### config.mk
export PLATFORM = sky130hd
export DESIGN_NAME = aes_ctr_stream_flat
export DESIGN_NICKNAME = d
export VERILOG_FILES = /design/src/rtl/aes_ctr_stream_if.sv /design/src/rtl/aes_ctr_stream.sv /design/src/flat_wrapper.sv
export SDC_FILE = /design/constraint.sdc
export NUM_CORES = 1
export LEC_CHECK = 0
export CORE_ASPECT_RATIO = 0.6
export CORE_MARGIN = 2
export CORE_UTILIZATION = 41
export DETAILED_ROUTE_END_ITERATION = 10
export GPL_ROUTABILITY_DRIVEN = 0
export MAX_ROUTING_LAYER = met4
export PLACE_DENSITY = 0.63
export SETUP_SLACK_MARGIN = 0.3
export SLEW_MARGIN = 0
export SYNTH_ARGS = -nofsm -noshare
export SYNTH_HDL_FRONTEND = slang
export SYNTH_SLANG_ARGS = --single-unit
### constraint.sdc
create_clock -name clk -period 7.9 [get_ports clk]
set_clock_uncertainty 0.1 [all_clocks]
set_input_delay 0.79 -clock clk [delete_from_list [all_inputs] [get_ports clk]]
set_output_delay 0.79 -clock clk [all_outputs]
set_load 0.01 [all_outputs]
### src/rtl/aes_ctr_stream_if.sv
// aes_ctr_stream_if
//   Bundles every non-clock signal of the CTR stream front end.
//   slave  : the aes_ctr_stream block (consumes iv/input stream/core result,
//            produces ready, output stream and core requests)
//   master : the environment around it (host stream source/sink plus aes core)
//   Signals: iv_load/iv (counter load), in_* (byte input, valid/ready/last),
//            out_* (byte output, valid/ready/last), aes_* (core request/result).
interface aes_ctr_stream_if;
    logic         iv_load;
    logic [127:0] iv;
    logic         in_valid;
    logic         in_ready;
    logic [7:0]   in_data;
    logic         in_last;
    logic         out_valid;
    logic         out_ready;
    logic [7:0]   out_data;
    logic         out_last;
    logic [127:0] aes_state_init;
    logic         aes_start;
    logic         aes_done;
    logic [127:0] aes_state_final;

    modport slave (
        input  iv_load, iv, in_valid, in_data, in_last, out_ready,
               aes_done, aes_state_final,
        output in_ready, out_valid, out_data, out_last, aes_state_init, aes_start
    );

    modport master (
        output iv_load, iv, in_valid, in_data, in_last, out_ready,
               aes_done, aes_state_final,
        input  in_ready, out_valid, out_data, out_last, aes_state_init, aes_start
    );
endinterface

### src/rtl/aes_ctr_stream.sv
// aes_ctr_stream
//   CTR-mode byte stream front end for an external aes core. Keeps a 128-bit
//   counter, sends counter blocks to the core, buffers the returned keystream
//   (one active block plus one prefetched block) and XORs it byte by byte into
//   a valid/ready byte stream. Encryption and decryption are the same operation.
//   Ports:
//     clk   : system clock
//     rst_n : asynchronous active-low reset
//     bus   : aes_ctr_stream_if.slave (iv load, input/output byte streams,
//             aes core start/init and done/final)
module aes_ctr_stream (
    input  logic            clk,
    input  logic            rst_n,
    aes_ctr_stream_if.slave bus
);
    localparam logic [1:0] K_IDLE  = 2'd0;
    localparam logic [1:0] K_START = 2'd1;
    localparam logic [1:0] K_GAP   = 2'd2;
    localparam logic [1:0] K_BUSY  = 2'd3;

    logic [1:0]   kst_reg, kst_next;
    logic [127:0] ctr_reg;
    logic         armed_reg;
    logic         discard_reg;
    logic [127:0] cur_reg, nxt_reg;
    logic         cur_v_reg, nxt_v_reg;
    logic [3:0]   idx_reg;
    logic         out_valid_reg, out_last_reg;
    logic [7:0]   out_data_reg;
    logic         aes_start_reg;
    logic [127:0] aes_state_init_reg;

    logic         in_ready;
    logic         accept;
    logic         cur_empties;
    logic         load_cur;
    logic         core_done;
    logic         capture;
    logic         launch;
    logic [7:0]   cur_bytes [16];

    // Keystream byte k of the active block sits at bits [8k +: 8]
    genvar gi;
    generate
        for (gi = 0; gi < 16; gi++) begin : g_bytes
            assign cur_bytes[gi] = cur_reg[8*gi +: 8];
        end
    endgenerate

    assign in_ready    = cur_v_reg & (~out_valid_reg | bus.out_ready) & ~bus.iv_load;
    assign accept      = bus.in_valid & in_ready;
    // Block ends on its 16th byte or on a message end; leftover keystream is dropped
    assign cur_empties = accept & ((idx_reg == 4'd15) | bus.in_last);
    // Prefetched block slides into the active slot on the same edge it frees up
    assign load_cur    = nxt_v_reg & (~cur_v_reg | cur_empties);
    assign core_done   = (kst_reg == K_BUSY) & bus.aes_done;
    // A result belonging to a superseded counter (discard) is never kept
    assign capture     = core_done & ~discard_reg & ~bus.iv_load;
    // At most one block in flight; a new iv is applied before the next launch
    assign launch      = (kst_reg == K_IDLE) & armed_reg & ~nxt_v_reg &
                         ~discard_reg & ~bus.iv_load;

    always_comb begin
        kst_next = kst_reg;
        case (kst_reg)
            K_IDLE:  if (launch) kst_next = K_START;
            K_START: kst_next = K_GAP;
            // done may still be high from the previous block here
            K_GAP:   kst_next = K_BUSY;
            K_BUSY:  if (bus.aes_done) kst_next = K_IDLE;
            default: kst_next = K_IDLE;
        endcase
    end

    always_ff @(posedge clk or negedge rst_n) begin
        if (!rst_n) begin
            kst_reg            <= K_IDLE;
            ctr_reg            <= '0;
            armed_reg          <= 1'b0;
            discard_reg        <= 1'b0;
            cur_reg            <= '0;
            nxt_reg            <= '0;
            cur_v_reg          <= 1'b0;
            nxt_v_reg          <= 1'b0;
            idx_reg            <= '0;
            out_valid_reg      <= 1'b0;
            out_last_reg       <= 1'b0;
            out_data_reg       <= '0;
            aes_start_reg      <= 1'b0;
            aes_state_init_reg <= '0;
        end else begin
            kst_reg       <= kst_next;
            aes_start_reg <= launch;
            if (launch)
                aes_state_init_reg <= ctr_reg;

            if (bus.iv_load)
                ctr_reg <= bus.iv;
            else if (launch)
                ctr_reg <= ctr_reg + 128'd1;

            armed_reg <= armed_reg | bus.iv_load;

            if (core_done)
                discard_reg <= 1'b0;
            else if (bus.iv_load && (kst_reg != K_IDLE))
                discard_reg <= 1'b1;

            if (capture)
                nxt_reg <= bus.aes_state_final;

            if (bus.iv_load) begin
                cur_v_reg <= 1'b0;
                nxt_v_reg <= 1'b0;
                idx_reg   <= '0;
            end else begin
                if (load_cur) begin
                    cur_reg   <= nxt_reg;
                    cur_v_reg <= 1'b1;
                    nxt_v_reg <= 1'b0;
                    idx_reg   <= '0;
                end else if (accept) begin
                    if (cur_empties) begin
                        cur_v_reg <= 1'b0;
                        idx_reg   <= '0;
                    end else begin
                        idx_reg <= idx_reg + 4'd1;
                    end
                end
                if (capture)
                    nxt_v_reg <= 1'b1;
            end

            // Output register holds its byte while the sink stalls
            if (accept) begin
                out_data_reg  <= bus.in_data ^ cur_bytes[idx_reg];
                out_last_reg  <= bus.in_last;
                out_valid_reg <= 1'b1;
            end else if (bus.out_ready) begin
                out_valid_reg <= 1'b0;
            end
        end
    end

    assign bus.in_ready       = in_ready;
    assign bus.out_valid      = out_valid_reg;
    assign bus.out_data       = out_data_reg;
    assign bus.out_last       = out_last_reg;
    assign bus.aes_start      = aes_start_reg;
    assign bus.aes_state_init = aes_state_init_reg;
endmodule
### src/flat_wrapper.sv
// flat-port wrapper written by rule: the top's interface ports become plain ports
module aes_ctr_stream_flat 
  (clk, rst_n, bus_iv_load, bus_iv, bus_in_valid, bus_in_data, bus_in_last, bus_out_ready, bus_aes_done, bus_aes_state_final, bus_in_ready, bus_out_valid, bus_out_data, bus_out_last, bus_aes_state_init, bus_aes_start);
  aes_ctr_stream_if bus_i ();
  input  logic clk;
  input  logic rst_n;
  input wire logic [$bits(bus_i.iv_load)-1:0] bus_iv_load;
  input wire logic [$bits(bus_i.iv)-1:0] bus_iv;
  input wire logic [$bits(bus_i.in_valid)-1:0] bus_in_valid;
  input wire logic [$bits(bus_i.in_data)-1:0] bus_in_data;
  input wire logic [$bits(bus_i.in_last)-1:0] bus_in_last;
  input wire logic [$bits(bus_i.out_ready)-1:0] bus_out_ready;
  input wire logic [$bits(bus_i.aes_done)-1:0] bus_aes_done;
  input wire logic [$bits(bus_i.aes_state_final)-1:0] bus_aes_state_final;
  output wire logic [$bits(bus_i.in_ready)-1:0] bus_in_ready;
  output wire logic [$bits(bus_i.out_valid)-1:0] bus_out_valid;
  output wire logic [$bits(bus_i.out_data)-1:0] bus_out_data;
  output wire logic [$bits(bus_i.out_last)-1:0] bus_out_last;
  output wire logic [$bits(bus_i.aes_state_init)-1:0] bus_aes_state_init;
  output wire logic [$bits(bus_i.aes_start)-1:0] bus_aes_start;
  assign bus_i.iv_load = bus_iv_load;
  assign bus_i.iv = bus_iv;
  assign bus_i.in_valid = bus_in_valid;
  assign bus_i.in_data = bus_in_data;
  assign bus_i.in_last = bus_in_last;
  assign bus_i.out_ready = bus_out_ready;
  assign bus_i.aes_done = bus_aes_done;
  assign bus_i.aes_state_final = bus_aes_state_final;
  assign bus_in_ready = bus_i.in_ready;
  assign bus_out_valid = bus_i.out_valid;
  assign bus_out_data = bus_i.out_data;
  assign bus_out_last = bus_i.out_last;
  assign bus_aes_state_init = bus_i.aes_state_init;
  assign bus_aes_start = bus_i.aes_start;
  aes_ctr_stream u_core (.clk(clk), .rst_n(rst_n), .bus(bus_i));
endmodule
==> summary.md <==
| Metric | Value |
|---|---|
| Total power density per cell area | around 290 nW/um^2 |
| Setup Fix Bufs, Post-CTS | 0 |
| Post-synth top flop | sky130_fd_sc_hd__dfrtp_1 |
| Standard cell area after detailed placement | between 20000 and 30000 um^2 |
| Fraction of layout cells with a size suffix above 1 | 0.242 |
| Die footprint | slightly above 60000 um^2 |
| Routed WL per cell | between 20 and 25 um |
| Setup TNS Final | 0 ps |
| FF-to-FF Start | u_core.kst_reg[0] |
| Resized cells post-CTS | 0 |
| Pre-Repair DR Iteration Count | 7 |
| Simple-gate area share of the yosys netlist | 0.116 |
| Area fraction in compound gates after synthesis | 0.0306 |
| I/O pin count | a little over 400 |
| Required time worst endpoint | 8270 ps |
| Via-per-instance ratio | around 5.5 |
| Number of distinct library cells after synthesis | 48 |
| Die boundary width | between 300 and 400 um |
| Time the final worst path needs with I/O delays and setup | just over 4000 ps |
| Post-synthesis net count | 2197 |
| DR vias | approximately 17000 |
| Sum of overflow across all layers after global routing | 0 |
| Largest net degree at the start of global routing | approximately 170 |
| Element type at the critical path start | register |
| Hold buffer count at cts | 0 |
| Die Height | about 190 um |
| Adder and majority gate portion of the synthesized area | 0.00314 |
| Peak supply drop | 0.000157 V |
| DRC violations left | 0 |
| Combinational family with the most area after synthesis | multiplexers |
| Clock sink total | between 500 and 600 |
| Worst Setup Slack, final | 3740 ps |
| Clock insertion delay at the later pin of the skew report | just under 600 ps |
| # port buffers | 410 |
| Worst Setup Path Type | register to register |
| Largest driver fanout on the critical path | 9 |
| Post-synthesis cell type with the largest combined area | sky130_fd_sc_hd__dfrtp_1 |
| Share of flip-flops with an asynchronous set or reset after synthesis | 1.00 |
| Synth Warn # | 0 |
| ANT nets after route | 0 |
| Via count of the first global-routing pass | roughly 18000 |
| Global-route wire length before repair | about 110000 um |
| Number of CTS-inserted buffers | 52 |
| Initial antenna violation count | 15 |
| Number of enable-type register cells in the synthesized netlist | 0 |
| Crit path capture type | register |
| Pin slew with the least headroom to its limit | ~1300 ps |
| Initial core utilization | 0.415 |
| Largest cells by area after synthesis | sky130_fd_sc_hd__dfrtp_1 56%, sky130_fd_sc_hd__mux2_2 19%, sky130_fd_sc_hd__mux4_2 3.8% |
| Synthesized-area fraction occupied by xor and xnor cells | 0.0487 |
| Final setup violation count | 0 |
| Library cell used as clock root buffer | sky130_fd_sc_hd__clkbuf_16 |
| Area overhead of the layout relative to synthesis | 28.4% |
| Core box area | approximately 58000 um^2 |
| Clk buf depth | 3 |
| Maximum Capacitance Violations | 0 |
| Mean area per synthesized cell | ~12 um^2 |
| Highest clock rate | 241 MHz |
| Clock tree from TritonCTS | yes |
| Startpoint of the most critical setup path | u_core.kst_reg[0] |
| Worst slack at placement | between 3000 and 4000 ps |
| Depth of the CTS H-tree | 2 |
| Unrepaired setup endpoints after global routing | false |
| Post-route cell area | between 30000 and 40000 um^2 |
| Count of nets after finishing | about 2600 |
| Final cycle utilization of the critical path | 0.526 |
| Outcome | finished clean |
| Dominant cell by count in the synthesized netlist | sky130_fd_sc_hd__dfrtp_1 |
| Number of rows created at floorplan | just under 70 |
| Register area share after synthesis | 0.558 |
| Final Hold Fails | 0 |
| Top-area cell type share of the netlist area | 0.558 |
| Mapped Cells | 1920 |
| Overall routing resource usage | 0.253 |
| Slew HR | 0.138 |
| Share of cell area taken by muxes after synthesis | 0.224 |
| Post-synth design cell area | 23900 um^2 |
| Leakage | ~13 nW |
| Number of DRC markers in iteration 0 | 1614 |
| Routed wire length | 74200 um |
| CTS clk-pin slew, worst paths | approximately 70 ps |
| Post-detail-place hpwl | about 54000 um |
| Hold Path Class | primary input to async pin |
| Arrival time of the worst setup path | about 4500 ps |
| Synthesized flop and latch total | between 500 and 600 |
| Count of final max-slew check failures | 0 |
| Number of inserted filler cells in the final layout | 4957 |
| Post-synth top cells | 533 x sky130_fd_sc_hd__dfrtp_1, 394 x sky130_fd_sc_hd__mux2_2, 195 x sky130_fd_sc_hd__nand2_1 |
report_power, final:
part | internal (mW) | total [mW] | switching [mW] | leakage, nW
registers | 3.49 | 3.99 | 0.497 | 6.86
logic | 1.35 | 2.22 | 0.867 | 5.23
clock network | 1.61 | 2.71 | 1.10 | 0.905
total | 6.46 | 8.92 | 2.47 | 13.0
layout by cell type, fill, tap and decap left out, drive strengths merged, types with 45 or more instances in the layout:
master | netlist | layout
clkbuf | 75 | 74
nand2 | 196 | 196
clkdlybuf4s50 | 0 | 408
nor3 | 51 | 51
xor2 | 45 | 45
nand3 | 64 | 64
nand4 | 68 | 68
nor2 | 66 | 66
xnor2 | 88 | 88
dfrtp | 533 | 533
o21ai | 118 | 118
nor4 | 67 | 67
mux2 | 394 | 394
cells by family (layout without fill, tap and decap cells):
group | count (synthesis) | in the layout
simple gates | 552 | 552
flops | 533 | 533
mux | 435 | 435
compound gates | 141 | 141
xor+xnor | 133 | 133
buf+inv | 120 | 549
fa+ha+maj | 6 | 6
other cells | 0 | 15
worst paths after layout:
check | endpoint | cells past startpoint | slack (ps)
hold reg to reg | u_core.bus.aes_state_init[20] | 2 | 380
setup / recovery | u_core.ctr_reg[107] | 8 | 3740
hold / removal | u_core.nxt_reg[126] | 1 | 80
setup reg to reg | u_core.ctr_reg[107] | 8 | 3740
min in group clk | u_core.bus.aes_state_init[20] | 2 | 380
max in group asynchronous | u_core.bus.aes_state_init[56] | 2 | 6200
through the flow:
| stage | hold slack [ps] | util | total power, mW | instances |
|---|---|---|---|---|
| 6_report | 81.7 | 0.533 | 8.92 | 3134 |
| 5_1_grt | 92.9 | 0.533 | 9.38 | 3130 |
| 4_1_cts | 73.6 | 0.533 | 9.02 | 3119 |
| 3_5_place_dp | 364 | 0.501 | 6.27 | 3026 |
| 3_3_place_gp | 367 | 0.501 | 6.20 | 3026 |
| 2_1_floorplan | 352 | - | 4.98 | 1920 |
critical path, stage by stage, from the launching register on:
cell                        delay [ps]
sky130_fd_sc_hd__dfrtp_1           400
sky130_fd_sc_hd__inv_1             120
sky130_fd_sc_hd__ha_1              220
sky130_fd_sc_hd__nand4bb_1         530
sky130_fd_sc_hd__nor4_4            740
sky130_fd_sc_hd__nand4_1           490
sky130_fd_sc_hd__nor4_1            980
sky130_fd_sc_hd__xor2_1            150
sky130_fd_sc_hd__mux2_2            310
final cells by class:
cell class / count / area, um^2 / area share
sequential: 533 / 13300 / 0.434
multi-input combinational: 1267 / 10100 / 0.330
timing repair buffer: 433 / 4310 / 0.140
clock buffer: 74 / 1530 / 0.0499
tap: 770 / 963 / 0.0314
clock inverter: 19 / 318 / 0.0103
inverter: 23 / 86.3 / 0.00281
antenna: 15 / 37.5 / 0.00122
routing by layer:
layer | track usage | part of all wire
met4 | 0.0583 | 0.018
met1 | 0.372 | 0.47
met3 | 0.0945 | 0.11
met2 | 0.326 | 0.41
met5 | - | 0
(Power assumes the default switching activity.)
==> variant: new RTL, same flow settings <==
Make the reset (`rst_n`) synchronous in one clocked block. Comments in the files are not updated.
--- a/src/rtl/aes_ctr_stream.sv
+++ b/src/rtl/aes_ctr_stream.sv
@@ -73,5 +73,5 @@
     end
 
-    always_ff @(posedge clk or negedge rst_n) begin
+    always_ff @(posedge clk) begin
         if (!rst_n) begin
             kst_reg            <= K_IDLE;
Formal check against the unedited RTL: differs if rst_n is asserted again (counterexample within 4 cycles, from zero or initial values and one cycle with rst_n low); with rst_n held inactive, the same outputs for 4 cycles.
==> variant against the unedited design <==
The run now ends with capacitance limit, slew limit left; routed wire length up 12%; critical path depth unchanged; sequential cell count unchanged; synthesized area down 4.3%; worst hold slack better by 0.25 ns; largest cell class is now multi-input gates; cell count up 27%; critical path type unchanged; design area down 5.1%; worst setup slack worse by 0.23 ns; non-clock buffer count up 4.
Power is not compared: it rests on default switching activity, and its combinational part moved more than twofold at a synthesized area within 25%.
==> variant: results (changes against the unedited design) <==
Status: finished with violations (was finished clean)
Failing checks: capacitance limit, slew limit
Worst Path Arrival: 4.81 ns (was 4.53 ns)
Multi-input combinational area share: 39.0% (was 33.0%)
Met2 routed WL: 33,000 um (was 30,100 um)
Synth cell count leaders: 850 x nand2_1, 533 x dfxtp_1, 473 x a21oi_1 (was 533 x dfrtp_1, 394 x mux2_2, 195 x nand2_1)
Vias per cell: 5.71 (was 5.54)
Syn Nets: 3,164 (was 2,197)
M1 WL: 38,900 um (was 34,600 um)
Iter 0 DRT Violations: 2,642 (was 1,614)
Seq/Total Area, Yosys: 46.6% (was 55.8%)
Worst path max stage delay: 1.04 ns (was 0.98 ns)
Ys async rst share: 0% (was 100%)
Layout cells sized above 1: 5.81% (was 24.2%)
Max_slew headroom: -2.98% (was 13.8%)
Logic inverters: 18 (was 23)
Final Max Slew Viols: 4 (was 0)
Total GRT Usage: 28.4% (was 25.3%)
Antenna diode count: 5 (was 15)
Initial antenna violation count: 6 (was 15)
Critical path peak fanout: 71 (was 9)
Placed Cells incl. Taps: 3,869 (was 3,026)
Worst Hold Class: flop to flop (was input port to async pin)
Placed Area: 0.0274 mm2 (was 0.0288 mm2)
Vias in the first global route: 20,900 (was 17,600)
Maxcap violations: 1 (was 0)
Fill cell count: 5,260 (was 4,957)
Slowest CP cell: dfxtp_1 (was nor4_1)
Syn avg cell area: 7.93 um2 (was 12.5 um2)
Yosys cell types: 54 (was 48)
[variant: power by group through the flow]
stage | combinational [W] | clock (W) | sequential (W)
2_1_floorplan | 0.000303 | 0 | 0.00292
4_1_cts | 0.000607 | 0.00265 | 0.00289
3_3_place_gp | 0.000589 | 0 | 0.00295
6_report | 0.000607 | 0.00261 | 0.00290
3_5_place_dp | 0.000605 | 0 | 0.00295
5_1_grt | 0.000662 | 0.00276 | 0.00290
[variant: kinds of logic (layout without fill, tap and decap cells)]
group | count (synthesis) | after routing | share of synthesized area (%)
compound gates | 649 | 649 | 14.8
flops | 533 | 533 | 46.6
xor+xnor | 95 | 95 | 3.64
other cells | 0 | 5 | 0
fa+ha+maj | 6 | 6 | 0.328
buf+inv | 232 | 549 | 3.88
mux | 48 | 48 | 4.29
simple gates | 1324 | 1324 | 26.4
[variant: layer usage]
metal | GRT usage [%] | up-vias
li1 | - | 10500
met1 | 42.2 | 10900
met2 | 37.2 | 1043
met3 | 7.65 | 142
met4 | 7.15 | 0
met5 | - | -
